## config.mk

```make
export PLATFORM = sky130hd
export DESIGN_NAME = square_channel_gen
export DESIGN_NICKNAME = d
export VERILOG_FILES = /design/src/rtl/square_channel_gen.sv
export SDC_FILE = /design/constraint.sdc
export NUM_CORES = 1
export LEC_CHECK = 0
export CAP_MARGIN = 10
export CORE_MARGIN = 4
export CORE_UTILIZATION = 50
export CTS_CLUSTER_DIAMETER = 100
export DETAILED_ROUTE_END_ITERATION = 7
export GPL_TIMING_DRIVEN = 0
export MAX_ROUTING_LAYER = met4
export PLACE_DENSITY = 0.68
export SYNTH_ARGS = -nofsm -noshare
export SYNTH_HDL_FRONTEND = slang
export SYNTH_SLANG_ARGS = --single-unit
```

## constraint.sdc

```tcl
create_clock -name I_CLK_33MHZ -period 11.48 [get_ports I_CLK_33MHZ]
set_clock_uncertainty 0.05 [all_clocks]
set_input_delay 2.296 -clock I_CLK_33MHZ [delete_from_list [all_inputs] [get_ports I_CLK_33MHZ]]
set_output_delay 2.296 -clock I_CLK_33MHZ [all_outputs]
set_load 0.02 [all_outputs]
```

## src/rtl/square_channel_gen.sv

```systemverilog
// ---------------------------------------------------------------------------
// square_channel_gen
//
// A square-wave sound channel of the classic handheld style. It has a duty
// cycle generator, a length counter, a volume envelope and an optional
// frequency sweep. A frame sequencer (512 Hz) and a period timer (~1 MHz)
// provide its timing, and both are derived from the 33 MHz system clock.
//
// Ports
//   I_CLK_33MHZ  in   1  system clock, rising edge
//   I_RESET      in   1  synchronous active-high reset
//   I_REG_WE     in   1  one-cycle register write strobe
//   I_REG_ADDR   in   3  0=NRx0 sweep, 1=NRx1 duty/length, 2=NRx2 envelope,
//                        3=NRx3 freq low, 4=NRx4 freq high/control
//   I_REG_WDATA  in   8  register write data
//   O_ON         out  1  channel active
//   O_SAMPLE     out  4  current output level (registered)
//   O_VOLUME     out  4  current envelope volume
//   O_FREQ       out 11  current frequency {NRx4[2:0], NRx3}
// ---------------------------------------------------------------------------
module square_channel_gen #(
    parameter int HAS_SWEEP = 1,
    parameter int FRAME_DIV = 64453,
    parameter int FREQ_DIV  = 32
) (
    input  logic        I_CLK_33MHZ,
    input  logic        I_RESET,
    input  logic        I_REG_WE,
    input  logic [2:0]  I_REG_ADDR,
    input  logic [7:0]  I_REG_WDATA,
    output logic        O_ON,
    output logic [3:0]  O_SAMPLE,
    output logic [3:0]  O_VOLUME,
    output logic [10:0] O_FREQ
);

    localparam bit SWEEP_ON = (HAS_SWEEP != 0);
    localparam int FRAME_W  = (FRAME_DIV > 1) ? $clog2(FRAME_DIV) : 1;
    localparam int FREQ_W   = (FREQ_DIV > 1) ? $clog2(FREQ_DIV) : 1;
    localparam logic [FRAME_W-1:0] FRAME_LAST = FRAME_W'(FRAME_DIV - 1);
    localparam logic [FREQ_W-1:0]  FREQ_LAST  = FREQ_W'(FREQ_DIV - 1);

    // The sweep adds or subtracts (base >> shift) in 12 bits. Bit 11 set
    // means the result no longer fits the 11-bit frequency (overflow).
    function automatic logic [11:0] sweepCalc(input logic [10:0] base,
                                              input logic [2:0]  shift,
                                              input logic        negate);
        logic [11:0] wide;
        logic [11:0] delta;
        wide  = {1'b0, base};
        delta = wide >> shift;
        sweepCalc = negate ? (wide - delta) : (wide + delta);
    endfunction

    // Timing state
    logic [FRAME_W-1:0] frameCnt_q, frameCnt_d;
    logic [2:0]         frameStep_q, frameStep_d;
    logic [FREQ_W-1:0]  freqCnt_q, freqCnt_d;
    logic [11:0]        perTimer_q, perTimer_d;
    logic [2:0]         dutyPos_q, dutyPos_d;

    // Register file
    logic [6:0]         nr0_q, nr0_d;
    logic [1:0]         duty_q, duty_d;
    logic [7:0]         nr2_q, nr2_d;
    logic               lenEn_q, lenEn_d;
    logic [10:0]        freq_q, freq_d;

    // Channel state
    logic [6:0]         lenCnt_q, lenCnt_d;
    logic [2:0]         envCnt_q, envCnt_d;
    logic [3:0]         volume_q, volume_d;
    logic               on_q, on_d;
    logic [3:0]         sample_q, sample_d;
    logic [10:0]        shadow_q, shadow_d;
    logic [3:0]         sweepTimer_q, sweepTimer_d;
    logic               sweepEn_q, sweepEn_d;

    // Decoded helpers
    logic        wr0, wr1, wr2, wr3, wr4, trigger;
    logic        frameTick, freqTick;
    logic        lengthStep, sweepStep, envStep;
    logic        dacOn;
    logic [2:0]  sweepPeriod, sweepShift;
    logic        sweepNegate;
    logic [3:0]  sweepReload;
    logic [10:0] trigFreq;
    logic [11:0] sweepNew, sweepNew2, trigNew;
    logic [7:0]  dutyPattern;

    // Address decode and the frame-sequencer step pulses. A trigger, or a
    // write to a register that a unit depends on, suppresses that unit's
    // step in the same cycle so the write is never overwritten.
    always_comb begin
        wr0     = I_REG_WE && (I_REG_ADDR == 3'd0);
        wr1     = I_REG_WE && (I_REG_ADDR == 3'd1);
        wr2     = I_REG_WE && (I_REG_ADDR == 3'd2);
        wr3     = I_REG_WE && (I_REG_ADDR == 3'd3);
        wr4     = I_REG_WE && (I_REG_ADDR == 3'd4);
        trigger = wr4 && I_REG_WDATA[7];

        frameTick = (frameCnt_q == FRAME_LAST);
        freqTick  = (freqCnt_q == FREQ_LAST);

        lengthStep = frameTick && !frameStep_q[0] && !trigger && !wr1 && !wr4;
        sweepStep  = SWEEP_ON && frameTick && (frameStep_q[1:0] == 2'b10) &&
                     on_q && !trigger && !wr0 && !wr3 && !wr4;
        envStep    = frameTick && (frameStep_q == 3'd7) && on_q &&
                     !trigger && !wr2;

        dacOn       = (nr2_q[7:3] != 5'd0);
        sweepPeriod = nr0_q[6:4];
        sweepNegate = nr0_q[3];
        sweepShift  = nr0_q[2:0];
        sweepReload = (sweepPeriod == 3'd0) ? 4'd8 : {1'b0, sweepPeriod};

        // A trigger writes the high frequency bits in the same cycle, so
        // it must use the incoming bits rather than the stored ones.
        trigFreq  = {I_REG_WDATA[2:0], freq_q[7:0]};
        sweepNew  = sweepCalc(shadow_q, sweepShift, sweepNegate);
        sweepNew2 = sweepCalc(sweepNew[10:0], sweepShift, sweepNegate);
        trigNew   = sweepCalc(trigFreq, sweepShift, sweepNegate);

        // Bit n holds the level at duty position n.
        case (duty_q)
            2'b00:   dutyPattern = 8'b1000_0000;
            2'b01:   dutyPattern = 8'b1000_0001;
            2'b10:   dutyPattern = 8'b1110_0001;
            default: dutyPattern = 8'b0111_1110;
        endcase
    end

    // Next-state logic. The ordering of the blocks below matters: register
    // writes and unit steps come first, and the trigger comes last so that
    // it overrides everything it touches.
    always_comb begin
        frameCnt_d   = frameCnt_q;
        frameStep_d  = frameStep_q;
        freqCnt_d    = freqCnt_q;
        perTimer_d   = perTimer_q;
        dutyPos_d    = dutyPos_q;
        nr0_d        = nr0_q;
        duty_d       = duty_q;
        nr2_d        = nr2_q;
        lenEn_d      = lenEn_q;
        freq_d       = freq_q;
        lenCnt_d     = lenCnt_q;
        envCnt_d     = envCnt_q;
        volume_d     = volume_q;
        on_d         = on_q;
        shadow_d     = shadow_q;
        sweepTimer_d = sweepTimer_q;
        sweepEn_d    = sweepEn_q;

        // The dividers are free-running.
        frameCnt_d = frameTick ? '0 : frameCnt_q + FRAME_W'(1);
        if (frameTick) begin
            frameStep_d = frameStep_q + 3'd1;
        end
        freqCnt_d = freqTick ? '0 : freqCnt_q + FREQ_W'(1);

        // The period timer only runs while the channel is on, which keeps
        // the duty position still between a reset and the next trigger.
        // Frequency writes are picked up at the reload and not mid-period.
        if (on_q && freqTick) begin
            if (perTimer_q <= 12'd1) begin
                perTimer_d = 12'd2048 - {1'b0, freq_q};
                dutyPos_d  = dutyPos_q + 3'd1;
            end else begin
                perTimer_d = perTimer_q - 12'd1;
            end
        end

        if (wr0 && SWEEP_ON) begin
            nr0_d = I_REG_WDATA[6:0];
        end
        if (wr1) begin
            duty_d   = I_REG_WDATA[7:6];
            lenCnt_d = 7'd64 - {1'b0, I_REG_WDATA[5:0]};
        end
        if (wr2) begin
            nr2_d = I_REG_WDATA;
            if (I_REG_WDATA[7:3] == 5'd0) begin
                on_d = 1'b0;
            end
        end
        if (wr3) begin
            freq_d[7:0] = I_REG_WDATA;
        end
        if (wr4) begin
            freq_d[10:8] = I_REG_WDATA[2:0];
            lenEn_d      = I_REG_WDATA[6];
        end

        if (lengthStep && lenEn_q && (lenCnt_q != 7'd0)) begin
            lenCnt_d = lenCnt_q - 7'd1;
            if (lenCnt_q == 7'd1) begin
                on_d = 1'b0;
            end
        end

        if (envStep && (nr2_q[2:0] != 3'd0)) begin
            if (envCnt_q <= 3'd1) begin
                envCnt_d = nr2_q[2:0];
                if (nr2_q[3] && (volume_q != 4'd15)) begin
                    volume_d = volume_q + 4'd1;
                end else if (!nr2_q[3] && (volume_q != 4'd0)) begin
                    volume_d = volume_q - 4'd1;
                end
            end else begin
                envCnt_d = envCnt_q - 3'd1;
            end
        end

        // A successful sweep write is followed by a second overflow check
        // on the new value; that result is never written back.
        if (sweepStep) begin
            if (sweepTimer_q <= 4'd1) begin
                sweepTimer_d = sweepReload;
                if (sweepEn_q && (sweepPeriod != 3'd0)) begin
                    if (sweepNew > 12'd2047) begin
                        on_d = 1'b0;
                    end else if (sweepShift != 3'd0) begin
                        shadow_d = sweepNew[10:0];
                        freq_d   = sweepNew[10:0];
                        if (sweepNew2 > 12'd2047) begin
                            on_d = 1'b0;
                        end
                    end
                end
            end else begin
                sweepTimer_d = sweepTimer_q - 4'd1;
            end
        end

        if (trigger) begin
            on_d       = dacOn;
            volume_d   = nr2_q[7:4];
            envCnt_d   = nr2_q[2:0];
            perTimer_d = 12'd2048 - {1'b0, trigFreq};
            dutyPos_d  = dutyPos_q;
            if (lenCnt_q == 7'd0) begin
                lenCnt_d = 7'd64;
            end
            if (SWEEP_ON) begin
                shadow_d     = trigFreq;
                sweepTimer_d = sweepReload;
                sweepEn_d    = (sweepPeriod != 3'd0) || (sweepShift != 3'd0);
                if ((sweepShift != 3'd0) && (trigNew > 12'd2047)) begin
                    on_d = 1'b0;
                end
            end
        end
    end

    // The output level is registered from the current state, which gives
    // it one cycle of latency behind on/volume/duty position.
    always_comb begin
        sample_d = (on_q && dutyPattern[dutyPos_q]) ? volume_q : 4'd0;
    end

    // State register with synchronous reset.
    always_ff @(posedge I_CLK_33MHZ) begin
        if (I_RESET) begin
            frameCnt_q   <= '0;
            frameStep_q  <= 3'd0;
            freqCnt_q    <= '0;
            perTimer_q   <= 12'd0;
            dutyPos_q    <= 3'd0;
            nr0_q        <= 7'd0;
            duty_q       <= 2'd0;
            nr2_q        <= 8'd0;
            lenEn_q      <= 1'b0;
            freq_q       <= 11'd0;
            lenCnt_q     <= 7'd0;
            envCnt_q     <= 3'd0;
            volume_q     <= 4'd0;
            on_q         <= 1'b0;
            sample_q     <= 4'd0;
            shadow_q     <= 11'd0;
            sweepTimer_q <= 4'd0;
            sweepEn_q    <= 1'b0;
        end else begin
            frameCnt_q   <= frameCnt_d;
            frameStep_q  <= frameStep_d;
            freqCnt_q    <= freqCnt_d;
            perTimer_q   <= perTimer_d;
            dutyPos_q    <= dutyPos_d;
            nr0_q        <= nr0_d;
            duty_q       <= duty_d;
            nr2_q        <= nr2_d;
            lenEn_q      <= lenEn_d;
            freq_q       <= freq_d;
            lenCnt_q     <= lenCnt_d;
            envCnt_q     <= envCnt_d;
            volume_q     <= volume_d;
            on_q         <= on_d;
            sample_q     <= sample_d;
            shadow_q     <= shadow_d;
            sweepTimer_q <= sweepTimer_d;
            sweepEn_q    <= sweepEn_d;
        end
    end

    assign O_ON     = on_q;
    assign O_SAMPLE = sample_q;
    assign O_VOLUME = volume_q;
    assign O_FREQ   = freq_q;

endmodule

```

==> metrics.txt, run 1 <==
number of stages on the worst hold path 2; reported max-cap violation count 0; count of synthesis-stage warnings from yosys 0; most common library cell in the layout ignoring fill and taps nor2_1; highest clock rate between 100 and 150 MHz; Post-Synthesis Net Count 1,148; maximum number of pins on one net before global-route repair 18; combinational family with the most area after synthesis simple AND/OR/NAND/NOR gates; post-route minimum period 7690 ps; final count of hold timing violations 0; Netlist Area Pre-Place between 8000 and 9000 sq um; mux share of post-synthesis cell area 7.828%; relative max-transition margin around 25%; root cell of the clock tree clkbuf_16; total die area 18,720 sq um; area fraction in and, or, nand and nor cells after synthesis a little under a quarter; WL final approximately 24,000 um; CTS Sinks a little over 100; worst ir drop on vdd around 76 uV; share of flip-flops with an asynchronous set or reset 0%; number of antenna violations at the first check in global routing 0; Hold Buf Count CTS 0; adder-cell share of the synthesized area around a tenth; setup repair after global routing missed its margin false; portion of total power attributed to sequential cells 38.8%; worst setup slack before clock tree synthesis just under 4000 ps; crit-path max FO 10; final count of pins violating max slew 0; total power draw 0.9520 mW; Cells after DPL between 1,000 and 1,500; Synth area leaders dfxtp_1 25%, ha_1 8.9%, nor2_1 6.2%; final standard cell count with taps included and fillers excluded roughly 1,300; Final Cycle Share 66.99%; number of distinct library cells after synthesis between 80 and 90; H-Tree Depth 3; actual slew at the worst max-slew pin roughly 1100 ps; count of cells resized by post-cts repair 0; number of synthesized flops with an enable pin 0; number of input and output port buffers inserted 31; fraction of final layout cells with drive strength greater than 1 roughly 6.5%; critical path required time 11,660 ps; site row count 46; crit path kind flop to flop; Detail Placement HPWL about 18,000 um; Critical-path top delay cell mux4_2; drt drc 0; boundary pin count 34; Logic pwr share 25.0%; power density relative to cell area 103.3 nW/um^2; synthesized area divided by synthesized cell count 7.731 sq um; Sw Pwr 0.2899 mW; type of the worst min-delay path flop to flop; nets@finish 1,191; most frequently used flop master after synthesis dfxtp_1; die width between 100 and 150 um; share of total power consumed by net switching 30.45%; Iteration-0 DRC Markers between 800 and 900; detailed-routing iteration count for the pre-antenna-repair pass 5; post-synth top area cell dfxtp_1; delay of the slowest cell on the worst path ~570 ps; diode count 0; number of buffers on the longest clock path 2; Final GP Congestion 0.9377; post-CTS clock slew at the launch and capture registers of the worst setup and hold paths approximately 70 ps; kind of launch point of the worst setup path flop; Setup crit end kind flop; clock network power share between 30% and 40%; post-synthesis xor/xnor area fraction 7.813%; setup bufs post-CTS 0; Core Region roughly 16,000 sq um; GRT Resource Usage Total between 20% and 30%; top library cells by usage in the layout, fill and taps aside 138 x nor2_1, 122 x nand2_1, 103 x dfxtp_1; worst skew pair latency 350 ps; final critical-path setup slack approximately 3800 ps; status complete, no violations; Vert. Die Dim around 140 um; Starting Density roughly half; final routed wire length divided by cell count ~18 um; reg2reg path depth 29; detailed-route via count 8,092; total internal power about 0.66 mW; Static Leak between 3 and 4 nW; Syn Inst Count ~1,100; detail-routed via count per cell roughly 6.1; #FFs+latches synth between 100 and 150; sequential area share after synthesis between 20% and 30%; area share of the leading cell type in the synthesized netlist roughly a quarter; total clock buffers created by CTS 9; sum of negative setup slack 0 ps; residual overflow from global routing 0; endpoint arrival time on the critical path about 7900 ps; total of fill cells in the finished design roughly 1,500; via count of the first global-routing pass around 7,600; TritonCTS clock tree yes; Setup violations, final 0; signed area change from the synthesized netlist to the final layout 11.15%; complex-gate fraction of the synthesized area between 20% and 30%; wire length of the first global-routing pass between 30,000 and 40,000 um; Layout Utilization a little under three fifths; number of antenna-violating nets in the routed design 0
-- kinds of logic after synthesis --
| kind of cell | Yosys count |
|---|---|
| AO/OA/AOI/OAI | 263 |
| XOR/XNOR | 74 |
| adder cells (fa/ha/maj) | 62 |
| buffers and inverters | 103 |
| flip-flops | 103 |
| multiplexers | 50 |
| AND/OR/NAND/NOR | 418 |
-- path summary, 6_finish.rpt --
check	startpoint	to	slack, ps
worst max-delay path	nr0_q[0]	O_ON	3790
worst min-delay path	envCnt_q[1]	envCnt_q[1]	400
worst max register to register	nr0_q[0]	O_ON	3790
worst min register to register	envCnt_q[1]	envCnt_q[1]	400
-- cell usage after synthesis (10+ instances only) --
| library cell | n |
|---|---|
| dfxtp_1 | 103 |
| nor2_1 | 138 |
| and3_1 | 10 |
| o21a_1 | 13 |
| xnor2_1 | 39 |
| inv_1 | 39 |
| nand2_1 | 122 |
| xor2_1 | 35 |
| a211o_1 | 10 |
| nor3_1 | 40 |
| mux2i_1 | 30 |
| nor2b_1 | 13 |
| o21ai_0 | 40 |
| mux4_2 | 11 |
| nand3_1 | 21 |
| clkbuf_1 | 41 |
| ha_1 | 59 |
| a31oi_1 | 17 |
| a21oi_1 | 82 |
| and2_1 | 10 |
| a211oi_1 | 23 |
-- per-layer routing --
metal / track usage, % / up-vias / routed length [um]
li1: - / 3942 / -
met5: - / - / 0
met1: 36.16 / 3737 / 10730
met3: 3.235 / 73 / 1658
met4: 9.534 / 0 / 826
met2: 43.24 / 340 / 11170
-- through the flow --
step                      hold slack [ps]  cell area, sq um
after global placement              395.9              8876
final                               400.2              9220
after global routing                435.4              9220
after floorplan                     381.9              8295
after CTS                           403.2              9220
after detailed placement            393.9              8881
-- state kept, by name, indices dropped and copies added, names as in the netlist, 5 cells and up --
signal / flops
O_FREQ: 11
lenCnt_q: 7
shadow_q: 11
nr2_q: 8
freqCnt_q: 5
perTimer_q: 12
frameCnt_q: 16
nr0_q: 7
-- worst max-delay path, delay by kind of cell, from the launching register on --
family	cells	cell delay [ps]
AOI/OAI and AO/OA	10	2270
muxes	4	1500
and+or+nand+nor	8	1450
adders and majority gates	4	1280
buffers and inverters	2	500
DFF	1	310
xor gates and xnor gates	1	180
-- layout make-up --
| class | instances | area [sq um] | share of cell area, % |
|---|---|---|---|
| plain buffers | 60 | 251.5 | 2.728 |
| clock buffers | 11 | 252.7 | 2.741 |
| clock inverters | 5 | 86.33 | 0.9364 |
| inverters | 43 | 161.4 | 1.751 |
| multi-input cells | 867 | 5821 | 63.13 |
| flip-flops and latches | 103 | 2062 | 22.36 |
| well taps | 216 | 270.3 | 2.931 |
| repair buffers | 32 | 315.3 | 3.420 |
-- power by group through the flow --
stage               registers, mW  clock network (mW)  logic, mW
floorplan                   0.377                   0      0.172
global placement            0.378                   0      0.230
detailed placement          0.378                   0      0.232
CTS                         0.369               0.351      0.234
global route                0.370               0.366      0.263
finish                      0.369               0.345      0.238
No activity file was read; power rests on OpenSTA's default activity.
==> inputs of run 2 (changes only) <==
--- a/config.mk
+++ b/config.mk
@@ -12,7 +12,7 @@
 export DETAILED_ROUTE_END_ITERATION = 7
 export GPL_TIMING_DRIVEN = 0
 export MAX_ROUTING_LAYER = met4
-export PLACE_DENSITY = 0.68
+export PLACE_DENSITY = 0.7
 export SYNTH_ARGS = -nofsm -noshare
 export SYNTH_HDL_FRONTEND = slang
 export SYNTH_SLANG_ARGS = --single-unit
==> constraint.sdc (replaced) <==
create_clock -name I_CLK_33MHZ -period 6.18 [get_ports I_CLK_33MHZ]
set_clock_uncertainty 0.05 [all_clocks]
set_input_delay 1.236 -clock I_CLK_33MHZ [delete_from_list [all_inputs] [get_ports I_CLK_33MHZ]]
set_output_delay 1.236 -clock I_CLK_33MHZ [all_outputs]
set_load 0.02 [all_outputs]
==> metrics.txt, run 2 (synthesized netlist as in run 1, its figures left out) <==
status finished with violations; violated checks negative setup slack; delay of the slowest cell on the worst path 530 ps (-40 ps); flip-flop count of the largest register after layout 16 (unchanged); number of buffers on the longest clock path 2 (unchanged); fraction of final layout cells with drive strength greater than 1 15.35% (+8.8 points); Vert. Die Dim 136.8 um (unchanged); via count of the first global-routing pass 7,757 (+2.4%); endpoint arrival time on the critical path 6750 ps (-1120 ps); relative max-transition margin 41.94% (+17 points); final count of pins violating max slew 0 (unchanged); boundary pin count 34 (unchanged); Iteration-0 DRC Markers 839 (+3.3%); Setup crit end kind flop; Starting Density 51.66% (unchanged); Final GP Congestion 0.9345 (-0.34%); site row count 46 (unchanged); setup repair after global routing missed its margin true; Core Region 16,060 sq um (unchanged); final routed wire length divided by cell count 18.48 um (+1.4%); detailed-routing iteration count for the pre-antenna-repair pass 6 (+1); TritonCTS clock tree yes; power density relative to cell area 184.0 nW/um^2 (+78%); worst ir drop on vdd 162.3 uV (+110%); buffers and inverters on the worst path 5 (+3); met1 GRT Util 35.85% (-0.31 points); die width 136.8 um (unchanged); Global Route met3 Usage 3.713% (+0.48 points); most used routing layer in global routing met2; drt drc 0 (unchanged); critical path's most frequent cell buf_6; WL final 25,540 um (+4.8%); Cells after DPL 1,321 (unchanged); highest clock rate 152.3 MHz (+17%); total power draw 1.827 mW (+92%); wire length of the first global-routing pass 40,420 um (+2.1%); Critical-path top delay cell or4_1; diode count 0 (unchanged); residual overflow from global routing 0 (unchanged); crit-path max FO 10 (unchanged); GRT Resource Usage Total 27.72% (+0.45 points); most common library cell in the layout ignoring fill and taps nor2_1; Detail Placement HPWL 17,990 um (-2.0%); maximum number of pins on one net before global-route repair 18 (unchanged); number of antenna-violating nets in the routed design 0 (unchanged); Static Leak 3.776 nW (+8.7%); worst setup slack before clock tree synthesis -892.1 ps (-4830 ps); post-route minimum period 6566 ps (-1125 ps); top library cells by usage in the layout, fill and taps aside 129 x nor2_1, 118 x nand2_1, 101 x dfxtp_1; total die area 18,720 sq um (unchanged); register bank with the most flops frameCnt_q; Regs by FF count frameCnt_q (16), perTimer_q (12); number of input and output port buffers inserted 31 (unchanged); number of antenna violations at the first check in global routing 0 (unchanged); kind of launch point of the worst setup path flop; Final Cycle Share 106.2% (+39 points); crit path kind flop to flop; worst skew pair latency 350 ps (about the same); CTS Sinks 103 (unchanged); final standard cell count with taps included and fillers excluded 1,382 (+3.4%); Global Route met2 Usage 44.77% (+1.5 points); detail-routed via count per cell 6.080 (+0.46%); critical path required time 6370 ps (-5290 ps); signed area change from the synthesized netlist to the final layout 19.68%; Setup violations, final 1 (+1); category of cells accounting for the largest share of critical-path delay simple AND/OR/NAND/NOR gates; type of the worst min-delay path flop to flop; detailed-route via count 8,403 (+3.8%); nets@finish 1,236 (+3.8%); actual slew at the worst max-slew pin 864.3 ps (-248.8 ps); post-CTS clock slew at the launch and capture registers of the worst setup and hold paths 70 ps (about the same); final count of hold timing violations 0 (unchanged); final critical-path setup slack -385.8 ps (-4175 ps); root cell of the clock tree clkbuf_16; total of fill cells in the finished design 1,447 (-2.8%); sum of negative setup slack -385.8 ps (-385.8 ps); reported max-cap violation count 0 (unchanged); total clock buffers created by CTS 9 (unchanged); H-Tree Depth 3 (unchanged)
[run 2: cell count changes in the layout (fill, tap and decap cells not counted), sizes merged]
cell,previous run,this run
bufinv,2,1
clkinvlp,0,1
buf,20,64
clkinv,3,4
[run 2: through the flow]
step,area (sq um),hold WS [ps],utilization (%)
floorplan,8307,381.9,-
global placement,8887,391.8,55.35
detailed placement,8895,398.2,55.39
CTS,9609,408.9,59.84
global route,9928,428.2,61.83
finish,9928,406.1,61.83
[run 2: worst reg2reg max path, delay by kind of cell, from the launching register on]
family | cells | cell delay, ps
adder cells (fa/ha/maj) | 2 | 670
flip-flops | 1 | 330
AND/OR/NAND/NOR | 10 | 1840
multiplexers | 2 | 500
buffers and inverters | 5 | 1010
AO/OA/AOI/OAI | 9 | 1700
XOR/XNOR | 2 | 340
[run 2: final timing paths]
kind,from,end,slack [ps],cells after the start
worst max-delay path,nr0_q[2],O_ON,-390,30
worst min-delay path,envCnt_q[1],envCnt_q[1],410,2
worst max register to register,nr0_q[2],O_ON,-390,30
worst min register to register,envCnt_q[1],envCnt_q[1],410,2
[run 2: layout make-up]
class	instances	area [sq um]	share of cell area, %
tap	216	270.3	2.722
clock inverter	6	66.31	0.6679
timing repair buffer	78	685.7	6.906
buffer	59	261.5	2.634
sequential	103	2064	20.79
multi-input combinational	867	6163	62.08
clock buffer	10	239.0	2.407
inverter	43	177.7	1.790
[run 2: what timing repair did]
action | in CTS | in global routing
buffers inserted | 32 | 16
pin swaps | 34 | 47
cloned | 0 | 0
endpoints found under the setup margin | 1 | 1
hold buffers | 0 | 0
resized for setup | 52 | 40
[run 2: power by group]
group	switching, mW	total (mW)	leakage (nW)	internal (mW)
clock	0.267	0.595	0.153	0.328
sequential	0.0128	0.687	0.833	0.674
combinational	0.306	0.545	2.79	0.239
[run 2: layer usage]
layer  up-vias  wire length [um]
met3        87              1657
met2       346             12100
li1       4005                 -
met1      3965             10900
met5         -                 0
met4         0               886
==> inputs of run 3 (changes only) <==
--- a/config.mk
+++ b/config.mk
@@ -8,7 +8,7 @@
 export CAP_MARGIN = 10
 export CORE_MARGIN = 4
 export CORE_UTILIZATION = 50
-export CTS_CLUSTER_DIAMETER = 100
+export CTS_CLUSTER_DIAMETER = 200
 export DETAILED_ROUTE_END_ITERATION = 7
 export GPL_TIMING_DRIVEN = 0
 export MAX_ROUTING_LAYER = met4
==> results of run 3 <==
The final DEF is identical to that of run 2; final timing and power are the same.
==> RTL change (settings of run 2) <==
`FREQ_DIV`: 32 -> 64.
--- a/src/rtl/square_channel_gen.sv
+++ b/src/rtl/square_channel_gen.sv
@@ -22,5 +22,5 @@
     parameter int HAS_SWEEP = 1,
     parameter int FRAME_DIV = 64453,
-    parameter int FREQ_DIV  = 32
+    parameter int FREQ_DIV  = 64
 ) (
     input  logic        I_CLK_33MHZ,
Behaviour: no difference found for any inputs over 10 cycles, from zero or initial values and one cycle with I_RESET high; that may be too few to reach the edited logic, so the function may still have changed.
==> RTL change against run 2 <==
- sequential cell count up 1
- the run still ends with negative setup slack left
- synthesized area grew 0.74%
- combinational power down 8.6%
- total power down 4.1%
- clock power decreased by 5.4%
- design area is 3.6% lower
- worst setup slack better by 0.13 ns
- wire length decreased by 3.5%
- global-route usage decreased by 0.42 points
- core utilization decreased by 3.7 points
==> RTL change: results (changes against run 2) <==
| Metric | Value |
|---|---|
| Outcome | `complete, but fails checks` |
| Failing checks | `negative setup slack` |
| Cell Area, Placed | `8970 um2 (+0.84%)` |
| Top cells by count, synth | `nor2_1 (133), nand2_1 (114), dfxtp_1 (104), a21oi_1 (95), ha_1 (58)` |
| Slack of the critical path | `-0.256 ns (+0.130 ns)` |
| First-pass GRT wire length | `40200 um (-0.62%)` |
| Tot GR Track Use | `27.3% (-0.42 points)` |
| DP Wirelength | `18500 um (+2.6%)` |
| Setup repair bufs after CTS | `15 (-53%)` |
| Internal power | `1180 uW (-5.1%)` |
| Initial drt markers | `698 (-17%)` |
| Final setup TNS | `-0.256 ns (+0.130 ns)` |
| Via count | `8279 (-1.5%)` |
| Synth Area in XOR/XNOR | `7.44% (-0.37 points)` |
| Final GP Congestion | `0.994 (+6.4%)` |
| Yosys cell types | `81 (-4.7%)` |
| Crit path max-delay family | `compound AO/OA/AOI/OAI gates` |
| Post-cts sizing count | `32 (-38%)` |
| Critical Path Start | `nr0_q[0]` |
| Largest cells by area after synthesis | `dfxtp_1 (25%), ha_1 (8.7%), nor2_1 (6.0%)` |
| Final Cell Area | `9570 um2 (-3.6%)` |
| Share of layout cells above drive strength 1 | `9.51% (-5.8 points)` |
| Sequential fraction of the synthesis area | `24.9% (+0.057 points)` |
| Final setup vio count | `1 (unchanged)` |
| Maximum vdd ir drop | `0.000161 V (-1.0%)` |
| Post-place setup slack | `-0.854 ns (+0.0377 ns)` |
| Synth Area in Adders | `9.28% (-0.22 points)` |
| Slowest-stage cell, CP | `mux2i_2` |
==> RTL change: cell count changes after synthesis, moves of 5 or more <==
cell      change
a211oi_1      -6
a21o_1        +8
a21oi_1      +13
and2_1        +8
and3_1        +5
nand2_1       -8
nand3_1       +7
nor2_1        -5
nor3_1       -12
o21ai_0       +8
o22ai_1       +9
xnor2_1       -7
==> RTL change: final timing paths <==
| check | to | slack, ns | cells past startpoint |
|---|---|---|---|
| setup reg to reg | O_ON | -0.26 | 28 |
| hold / removal | freqCnt_q[0] | 0.42 | 1 |
| setup / recovery | O_ON | -0.26 | 28 |
| hold reg to reg | freqCnt_q[0] | 0.42 | 1 |
==> RTL change: area by class of cell <==
cell class | count | area share, %
Timing Repair Buffer | 47 | 4.56
Sequential cell | 104 | 21.8
Buffer | 59 | 2.73
Tap cell | 220 | 2.88
Multi-Input combinational cell | 888 | 63.2
Clock inverter | 7 | 0.693
Inverter | 43 | 1.78
Clock buffer | 9 | 2.35
==> RTL change: metrics by stage <==
step           std cells  power [uW]  hold slack (ns)
3_5_place_dp        1347        1140            0.403
4_1_cts             1377        1750            0.420
6_report            1377        1750            0.415
3_3_place_gp        1347        1140            0.395
5_1_grt             1377        1830            0.451
2_1_floorplan       1095        1030            0.380
==> RTL change: power groups by stage <==
stage | logic [uW] | registers, uW | clock network (uW)
detailed placement | 436 | 707 | 0
CTS | 489 | 691 | 568
global route | 544 | 693 | 595
global placement | 432 | 706 | 0
floorplan | 326 | 705 | 0
finish | 498 | 691 | 563
==> RTL change: per-layer routing <==
| layer | GRT usage (%) | share of wire [%] | vias up |
|---|---|---|---|
| li1 | - | - | 4049 |
| met2 | 44.1 | 46 | 315 |
| met3 | 2.01 | 6.4 | 73 |
| met4 | 10.4 | 3.4 | 0 |
| met1 | 35.9 | 44 | 3842 |
| met5 | - | 0 | - |
